===== config.mk =====
export PLATFORM = sky130hd
export DESIGN_NAME = mux4_rr_arbiter
export DESIGN_NICKNAME = d
export VERILOG_FILES = /design/src/rtl/mux4_arb_pkg.sv /design/src/rtl/rr_pick4.sv /design/src/rtl/mux4_rr_arbiter.sv
export SDC_FILE = /design/constraint.sdc
export NUM_CORES = 1
export LEC_CHECK = 0
export CAP_MARGIN = 0
export CORE_UTILIZATION = 49
export DETAILED_ROUTE_END_ITERATION = 10
export GPL_ROUTABILITY_DRIVEN = 0
export PLACE_DENSITY = 0.77
export SYNTH_ARGS = -nofsm -noshare
export SYNTH_HDL_FRONTEND = slang
export SYNTH_SLANG_ARGS = --single-unit

===== constraint.sdc =====
create_clock -name clk -period 2.91 [get_ports clk]
set_input_delay 0.291 -clock clk [delete_from_list [all_inputs] [get_ports clk]]
set_output_delay 0.291 -clock clk [all_outputs]
set_load 0.03 [all_outputs]

===== src/rtl/mux4_arb_pkg.sv =====
// Shared types and constants for the 4-requester round-robin arbiter.
// No logic; no latency; no flow control.
// Imported by the picker and the arbiter top.
package mux4_arb_pkg;

   localparam int NUM_REQ = 4;

   typedef enum logic {
      IDLE  = 1'b0,
      GRANT = 1'b1
   } state_t;

   typedef logic [1:0] owner_t;

endpackage


===== src/rtl/rr_pick4.sv =====
// Combinational round-robin picker: first set request at or after ptr.
// Latency: zero (pure combinational).
// No backpressure; found=0 when no request is set.
module rr_pick4
   import mux4_arb_pkg::*;
(
   input  logic [NUM_REQ-1:0] req,
   input  owner_t             ptr,
   output logic               found,
   output owner_t             idx
);

   owner_t cand;

   // Walk from the farthest offset down so the closest match to ptr wins.
   always_comb begin
      found = 1'b0;
      idx   = ptr;
      cand  = ptr;
      for (int i = NUM_REQ - 1; i >= 0; i--) begin
         cand = ptr + owner_t'(i);
         if (req[cand]) begin
            found = 1'b1;
            idx   = cand;
         end
      end
   end

endmodule


===== src/rtl/mux4_rr_arbiter.sv =====
// Round-robin arbiter for 4 requesters with bounded hold and a shared 4:1 data mux.
// Latency: 1 cycle req-to-gnt, 1 cycle din-to-y.
// Owner keeps the grant while req is held, up to HOLD_MAX cycles when others wait.
module mux4_rr_arbiter
   import mux4_arb_pkg::*;
#(
   parameter int HOLD_MAX = 8
) (
   input  logic               clk,
   input  logic               rst_n,
   input  logic [NUM_REQ-1:0] req,
   input  logic [NUM_REQ-1:0] din,
   output logic [NUM_REQ-1:0] gnt,
   output owner_t             sel,
   output logic               valid,
   output logic               y
);

   localparam int                CNT_W   = $clog2(HOLD_MAX);
   localparam logic [CNT_W-1:0]  CNT_MAX = CNT_W'(HOLD_MAX - 1);

   state_t           state;
   owner_t           ptr;
   logic [CNT_W-1:0] hold_cnt;

   logic   own_req;
   logic   others;
   logic   rotate;
   owner_t pick_ptr;
   logic   found;
   owner_t pick_idx;
   logic   din_sel;

   assign own_req = req[sel];
   assign others  = |(req & ~gnt);
   assign din_sel = din[sel];

   // Release or forced rotation moves the search origin past the current owner this cycle,
   // so the successor is granted on the very next edge.
   assign rotate   = (state == GRANT) && (!own_req || (others && (hold_cnt == CNT_MAX)));
   assign pick_ptr = rotate ? owner_t'(sel + 2'd1) : ptr;

   rr_pick4 u_pick (
      .req   (req),
      .ptr   (pick_ptr),
      .found (found),
      .idx   (pick_idx)
   );

   always_ff @(posedge clk or negedge rst_n) begin
      if (!rst_n) begin
         state    <= IDLE;
         gnt      <= '0;
         sel      <= '0;
         valid    <= 1'b0;
         y        <= 1'b0;
         ptr      <= '0;
         hold_cnt <= '0;
      end else begin
         case (state)
            IDLE: begin
               y <= 1'b0;
               if (found) begin
                  state    <= GRANT;
                  sel      <= pick_idx;
                  gnt      <= NUM_REQ'(1) << pick_idx;
                  valid    <= 1'b1;
                  hold_cnt <= '0;
               end else begin
                  gnt   <= '0;
                  valid <= 1'b0;
               end
            end
            GRANT: begin
               if (rotate) begin
                  ptr <= owner_t'(sel + 2'd1);
                  if (found) begin
                     sel      <= pick_idx;
                     gnt      <= NUM_REQ'(1) << pick_idx;
                     hold_cnt <= '0;
                     y        <= din_sel;
                  end else begin
                     state <= IDLE;
                     gnt   <= '0;
                     valid <= 1'b0;
                     y     <= 1'b0;
                  end
               end else begin
                  if (hold_cnt != CNT_MAX) begin
                     hold_cnt <= hold_cnt + 1'b1;
                  end
                  y <= din_sel;
               end
            end
            default: state <= IDLE;
         endcase
      end
   end

endmodule


== Word level (Yosys, flattened, before mapping) ==
Cells that the tools add are included.
W data, S select, Z words.
Word-level totals
  bits in registers: 14
  bits of input ports: 10
Operators by class
  add/subtract/negate cells: 5
  magnitude comparators: 5
  eq/ne operators: 5
  shift operators: 1
  multiplexer cells: 40
  bitwise logic cells: 3
  reduce and logical (&&, ||, !) cells: 6
Operators with widths (number)
  $mux W1: 16
  $lt A2 B3 Y1 const B: 5
  $mux W2: 7
  $bmux W1 S2: 6
  $mux W3: 3
  $mux W4: 2
  $pmux W4 S2: 1
  $pmux W1 S2: 3
  $pmux W3 S2: 1
  $add A2 B1 Y2 const B: 2
  $add A2 B2 Y2 const B: 2
  $and A4 B4 Y4: 1
  $not A4 Y4: 1
  $pmux W2 S2: 1
  $reduce_or A4 Y1: 1
  $shl A1 B2 Y4 const A: 1
  $add A3 B1 Y3 const B: 1
  $eq A3 B3 Y1 const B: 1
  $ne A3 B1 Y1 const B: 1
  $ne A3 B3 Y1 const B: 1
  $logic_and A1 B1 Y1: 2
  $ne A2 B1 Y1 const B: 1
  $ne A2 B2 Y1 const B: 1
  $reduce_and A2 Y1: 1
  other kinds (3): 3

== Logic depth before layout (Yosys ltp) ==
Gate-level depths: netlist of the first run.
  word-level depth: 18
  depth in mapped cells: 9

== Hierarchy ==
A second synthesis of the first run with hierarchy kept.
Second synthesis, totals
  cells, all modules: 79
  area, all modules: 903.4 um^2
By module, submodules not included
  mux4_rr_arbiter: times used 1, cells an instance 63, area an instance 803.3 um^2, seq. area each 350.3 um^2
  rr_pick4: times used 1, cells an instance 16, area an instance 100.1 um^2, seq. area each 0.0 um^2

== Least setup slack after synthesis of the first run ==
No wires, ideal clock.
  path kind: register to register
  from: register sel[0]
  to: register gnt[0]
  library setup time: 0.122 ns
  arrival: 2.087 ns
  required time: 2.788 ns
  setup slack: 0.701 ns
  stages on the path, launching flop included: 9
  period minus slack after synthesis: 2.209 ns
  cell sequence: dfrtp_1 -> buf_6 -> mux2_4 -> o22ai_4 -> nor2_2 -> a211o_1 -> a22oi_2 -> o221ai_2 -> a32o_1
On the way
  word-level cells in the longest chain between the ends: 17
  elaborated cells between the ends (all ways): 31
  classes of those cells: add/sub: 4; eq/ne: 1; shift: 1; mux: 22; reduce/logical: 3
Ends and longest elaborated chain
  start: declaration: line mux4_rr_arbiter.sv:14  | output owner_t sel,
  start signal: assignment: line mux4_rr_arbiter.sv:65  | sel <= pick_idx;
  start signal: assignment: line mux4_rr_arbiter.sv:78  | sel <= pick_idx;
  $bmux W1 S2: line mux4_rr_arbiter.sv:34  | assign own_req = req[sel];
  $mux W1 (implied by the code): line mux4_rr_arbiter.sv:34
  $logic_not A1 Y1: line mux4_rr_arbiter.sv:40  | assign rotate = (state == GRANT) && (!own_req || (others && (hold_cnt == CNT_MAX)));
  $logic_or A1 B1 Y1: line mux4_rr_arbiter.sv:40
  $logic_and A1 B1 Y1: line mux4_rr_arbiter.sv:40
  $mux W2
  $add A2 B2 Y2: line rr_pick4.sv:21  | cand = ptr + owner_t'(i);
  $bmux W1 S2: line rr_pick4.sv:22  | if (req[cand]) begin
  $mux W1 (implied by the code): line rr_pick4.sv:22
  $mux W2 (4 in series): line rr_pick4.sv:22
  $shl A1 B2 Y4: line mux4_rr_arbiter.sv:66, mux4_rr_arbiter.sv:79
  $mux W4: line mux4_rr_arbiter.sv:63, mux4_rr_arbiter.sv:77
  $mux W4: line mux4_rr_arbiter.sv:75  | if (rotate) begin
  $pmux W4 S2: line mux4_rr_arbiter.sv:60  | case (state)
  end signal: assignment: line mux4_rr_arbiter.sv:66  | gnt <= NUM_REQ'(1) << pick_idx;
  end signal: assignment: line mux4_rr_arbiter.sv:79  | gnt <= NUM_REQ'(1) << pick_idx;
  end: declaration: line mux4_rr_arbiter.sv:13  | output logic [NUM_REQ-1:0] gnt,
Several ways; a longest one is shown, not always the timed one. The select of a mux whose other input is x is not followed.
A chain may end at the register's enable or synchronous reset.

== Worst setup path after layout of the first run ==
  from: register hold_cnt[0]
  to: register gnt[0]
On the way
  word-level cells in the longest chain between the ends: 16
  elaborated cells between the ends (all ways): 29
  classes of those cells: add/sub: 3; eq/ne: 2; shift: 1; mux: 20; reduce/logical: 3
Ends and longest elaborated chain
  start: declaration: line mux4_rr_arbiter.sv:24  | logic [CNT_W-1:0] hold_cnt;
  start signal: assignment: line mux4_rr_arbiter.sv:90  | hold_cnt <= hold_cnt + 1'b1;
  $eq A3 B3 Y1 (*): line mux4_rr_arbiter.sv:40
  $logic_and A1 B1 Y1 (*): line mux4_rr_arbiter.sv:40
  $logic_or A1 B1 Y1 (*): line mux4_rr_arbiter.sv:40
  $logic_and A1 B1 Y1 (*): line mux4_rr_arbiter.sv:40
  $mux W2
  $add A2 B2 Y2: line rr_pick4.sv:21
  $bmux W1 S2: line rr_pick4.sv:22
  $mux W1 (implied by the code): line rr_pick4.sv:22
  $mux W2 (4 in series): line rr_pick4.sv:22
  $shl A1 B2 Y4: line mux4_rr_arbiter.sv:66, mux4_rr_arbiter.sv:79
  $mux W4: line mux4_rr_arbiter.sv:63, mux4_rr_arbiter.sv:77
  $mux W4: line mux4_rr_arbiter.sv:75
  $pmux W4 S2: line mux4_rr_arbiter.sv:60
Mark *: on every way between the ends. The rest lies on a longest branch, timed or not. The select of a mux whose other input is x is not followed.

==> run metrics, run 1 <==
outcome finished, final reports clean; TritonCTS sink count 14; Cells after Synth 79; RR Startpoint hold_cnt[0]; Clock transition at path regs 0.09 ns; Final min period 2.23 ns; CTS tree built; Yosys top cell area share 39.5%; largest area contributor in the netlist dfrtp_1; CP cell instances ha_1, ha_1, nand2_1, a41oi_4, o21a_2, a211o_1, a22oi_2, o221ai_2, a32o_1; register area share after synthesis 39.5%; worst path required time 3.08 ns; most frequent cell after synthesis dfrtp_1; total gr overflow 0; syn_nets 91; reg2reg setup slack 0.68 ns; Post-synth EDFFs 0; nature of the critical path startpoint register; cts hold-fix bufs 0; worst hold slack 0.397 ns; total power 1.14 mW; ranking of synthesized cells by area dfrtp_1 (40%), nand2b_1 (4.2%), nand2_1 (3.8%); Netlist cell types 38; Fmax achieved 448 MHz; DRC viols 0; Initial Utilization 51.9%; first-pass GRT wire length 3.03 mm; CORE AREA 1710 um2; Setup crit end gnt[0]; WP data arrival 2.40 ns; Setup Skew 0.00334 ns; slowest CP cell dfrtp_1; area delta synth->final 25.1%; vias per inst 5.43; reg2reg path depth 9; clk_lat worst skew 0.27 ns; Worst-Margin Slew 0.622 ns; final hold violation count 0; Mapped Area 886 um2; DRT Pass-1 Iters 4; P_leak 0.470 nW; unrepaired setup endpoints after global routing false; syn_area_per_cell 11.2 um2; maximum vdd drop 0.576 mV; Setup crit end kind register; post-layout util 64.9%; I/O pin count 18; critical path launch point hold_cnt[0]; Synth top cells by count dfrtp_1 (14), nand2_1 (9), nand2b_1 (6); initial antenna violation count 0; htree depth 1; ant diodes 0; die height 44.5 um; GR Util All Layers 21.0%; Setup Buffers After CTS 0; Avg WL per Cell 14.4 um; CTS buffer count 3; maxcap violations 0; critical-path maximum fanout 5; clock buffer depth 2; ANT nets after route 0; pin count of the biggest net entering global routing 15; setup TNS 0 ns; Top FF cell, synth dfrtp_1; Post-synth ARST share 100%; critical path class reg -> reg; Worst slew margin 58.4%; number of global-route vias before repair 677; Synth Warn # 0; fraction of layout cells with a size suffix above 1 19.4%; routed wire length 1.77 mm; most frequent CP cell ha_1; row cnt 15; fin. max-slew vios 0; Yosys reg bits 14; Setup-failing EPs final 0; final worst-path cycle share 76.6%; Root Driver clkbuf_4; slowest stage delay, CP 0.40 ns; hpwl dp 1.41 mm; width of the die 44.5 um; Port-buffer cells 17; Min-Delay Path Class in -> async; Die Footprint 1980 um2; worst r2r dst gnt[0]; Pwr Density 1030 nW/um2; CTS resizes 0; vias post-DR 668; final net count 111; Initial DRC Count 10
flip-flops by register name (all words and copies together) (netlist names):
signal    flops
y             1
sel           2
valid         1
hold_cnt      3
ptr           2
gnt           4
state         1
stage by stage:
stage               instance area [um2]  setup slack [ns]  instances
floorplan                           886             0.701         79
global placement                   1070             0.477        119
detailed placement                 1070             0.432        119
CTS                                1110             0.661        123
global route                       1110             0.573        123
finish                             1110             0.680        123
final cells by class:
cell class                      count  area, um2
Clock buffer                        4       36.3
Fill cell                         153        599
Inverter                            5       18.8
Multi-Input combinational cell     58        502
Sequential cell                    14        350
Tap cell                           25       31.3
Timing Repair Buffer               17        170
worst min-delay path by stage:
stage          start     end  slack (ns)  cells past startpoint
6_report       rst_n  ptr[1]        0.40                      1
5_1_grt        rst_n  ptr[1]        0.47                      1
4_1_cts        rst_n  ptr[1]        0.43                      1
3_5_place_dp   valid   valid        0.47                      1
3_3_place_gp   valid   valid        0.47                      1
2_1_floorplan  rst_n  gnt[0]      -0.005                      0
per-layer routing:
| metal | global-route usage (%) | wire (um) | vias to the layer above |
|---|---|---|---|
| met3 | 4.49 | 64 | 2 |
| met4 | 8.48 | 13 | 0 |
| met5 | 0 | 0 | - |
| met1 | 30.2 | 868 | 317 |
| li1 | - | - | 337 |
| met2 | 30.9 | 820 | 12 |
layout by cell type (no fill, tap or decap), types with 2 or more instances in the layout:
master | Yosys | routed
a21oi_1 | 3 | 3
a22o_1 | 2 | 2
a32o_1 | 2 | 2
clkbuf_4 | 0 | 3
clkdlybuf4s50_1 | 0 | 17
dfrtp_1 | 14 | 14
ha_1 | 2 | 2
inv_1 | 5 | 5
mux2_4 | 2 | 2
nand2_1 | 9 | 9
nand2b_1 | 6 | 6
nor2_1 | 3 | 3
o21ai_1 | 3 | 3
o31ai_2 | 2 | 2
kinds of logic after synthesis:
kind of cell | Yosys count | synth area share, %
adder cells (fa/ha/maj) | 2 | 2.82
flip-flops | 14 | 39.5
buffers and inverters | 7 | 3.81
AND/OR/NAND/NOR | 25 | 14.1
multiplexers | 5 | 8.76
AO/OA/AOI/OAI | 25 | 29.9
XOR/XNOR | 1 | 0.989
critical path, delay by kind of cell, from the launching register on:
kind | cells | cell delay [ns]
flops | 1 | 0.40
fa+ha+maj | 2 | 0.44
simple gates | 1 | 0.13
compound gates | 6 | 1.16
report_power, final:
part,total [mW],internal [mW],switching [mW],leakage [nW]
combinational,0.666,0.313,0.353,0.276
clock,0.140,0.0760,0.0644,0.0210
sequential,0.338,0.267,0.0706,0.173
total,1.14,0.656,0.488,0.470
Note: power is estimated with default switching activity, not from simulation.
==> run 2, diff against run 1 <==
--- a/config.mk
+++ b/config.mk
@@ -6,10 +6,10 @@
 export NUM_CORES = 1
 export LEC_CHECK = 0
 export CAP_MARGIN = 0
-export CORE_UTILIZATION = 49
+export CORE_UTILIZATION = 45
 export DETAILED_ROUTE_END_ITERATION = 10
 export GPL_ROUTABILITY_DRIVEN = 0
-export PLACE_DENSITY = 0.77
+export PLACE_DENSITY = 0.74
 export SYNTH_ARGS = -nofsm -noshare
 export SYNTH_HDL_FRONTEND = slang
 export SYNTH_SLANG_ARGS = --single-unit
==> constraint.sdc (replaced) <==
create_clock -name clk -period 1.9 [get_ports clk]
set_input_delay 0.19 -clock clk [delete_from_list [all_inputs] [get_ports clk]]
set_output_delay 0.19 -clock clk [all_outputs]
set_load 0.03 [all_outputs]
==> run metrics, run 2 (synthesized netlist as in run 1, its figures left out) <==
outcome finished, violations left; failing checks negative setup slack; final hold violation count 0; CORE AREA 1780 um2; maximum vdd drop 0.939 mV; vias per inst 5.59; row cnt 15; Port-buffer cells 17; Fmax achieved 470 MHz; clk_lat worst skew 0.29 ns; Clock transition at path regs 0.09 ns; CTS tree built; maxcap violations 0; P_leak 0.590 nW; Worst-Margin Slew 0.680 ns; Crit path max-delay family compound AO/OA/AOI/OAI gates; ANT nets after route 0; setup ws final -0.228 ns; slowest CP cell clkdlybuf4s50_1; commonest cells after routing, fill and taps aside buf_4 (23), clkdlybuf4s50_1 (17), dfrtp_1 (13); commonest non-fill, non-tap cell in the layout buf_4; fin. max-slew vios 0; die height 46.4 um; Largest regs gnt: 4 flops, hold_cnt: 3 flops; TritonCTS sink count 14; CP bufs+invs 1; final net count 134; Min-Delay Path Class in -> async; slowest stage delay, CP 0.63 ns; Setup Skew 0.00218 ns; total power 2.16 mW; critical-path maximum fanout 7; nature of the critical path startpoint primary input; GR Util All Layers 25.2%; worst path required time 2.09 ns; vias post-DR 816; Initial DRC Count 11; fraction of layout cells with a size suffix above 1 42.1%; I/O pin count 18; clock buffer depth 2; first-pass GRT wire length 3.68 mm; RR Startpoint hold_cnt[1]; Avg WL per Cell 16.1 um; pin count of the biggest net entering global routing 15; width of the die 46.4 um; Final min period 2.13 ns; Root Driver clkbuf_4; setup TNS -1.06 ns; initial antenna violation count 0; unrepaired setup endpoints after global routing true; CTS buffer count 3; critical path launch point req[0]; ant diodes 0; DRT Pass-1 Iters 4; total gr overflow 0; Pwr Density 1610 nW/um2; Setup crit end kind register; DRC viols 0; Setup-failing EPs final 6; most flop-heavy register gnt; routed wire length 2.35 mm; Initial Utilization 49.7%; Die Footprint 2150 um2; critical path class in -> reg; CP cell instances clkdlybuf4s50_1, nand2b_1, a41oi_4, nor2_2, a211o_1, a22oi_2, o221ai_2, a32o_1; htree depth 1; final worst-path cycle share 112%; WP data arrival 2.31 ns; max reg flops 4; hpwl dp 1.70 mm; number of global-route vias before repair 854; area delta synth->final 51.8%; Worst slew margin 54.5%
[run 2: worst reg2reg max path, delay by kind of cell (launching register included)]
kind	cells	cell delay [ns]
DFF	1	0.39
and+or+nand+nor	1	0.06
AOI/OAI and AO/OA	6	1.19
adders and majority gates	2	0.37
[run 2: repair_timing]
| item | in CTS | in global routing |
|---|---|---|
| setup buffers | 2 | 1 |
| hold buffers | 0 | 0 |
| setup endpoints to repair | 6 | 6 |
| resized for setup | 10 | 1 |
| pin swaps | 5 | 8 |
[run 2: power breakdown]
group	internal [mW]	leakage [nW]	switching [mW]	total (mW)
clock network	0.117	0.0210	0.106	0.223
logic	0.744	0.397	0.698	1.44
registers	0.412	0.171	0.0840	0.496
[run 2: final cells by class]
| cell class | count | area, um2 |
|---|---|---|
| multi-input combinational | 58 | 564 |
| fill | 114 | 438 |
| sequential | 14 | 352 |
| timing repair buffer | 40 | 343 |
| clock buffer | 4 | 36.3 |
| tap | 25 | 31.3 |
| inverter | 5 | 18.8 |
[run 2: per-stage QoR]
stage	worst slack (ns)	util [%]	hold WS (ns)	cells	instance area, um2
finish	-0.228	75.4	0.303	146	1350
global route	-0.308	75.4	0.348	146	1350
CTS	-0.209	74.9	0.312	145	1340
detailed placement	-0.465	68.8	0.475	139	1230
global placement	-0.443	68.8	0.469	139	1230
floorplan	-0.216	-	-0.106	79	891
[run 2: worst paths after layout]
kind	depth (start not counted)	slack, ns	endpoint
worst max-delay path	8	-0.23	gnt[0]
worst min-delay path	1	0.30	y
worst max register to register	9	-0.22	gnt[0]
worst min register to register	1	0.50	valid
max in group asynchronous	1	1.12	sel[0]
min in group clk	1	0.50	valid
[run 2: per-layer routing]
layer	track usage, %	wire length (um)
met5	0	0
met4	14.1	66
met3	2.35	105
met2	43.3	1190
met1	30.2	982
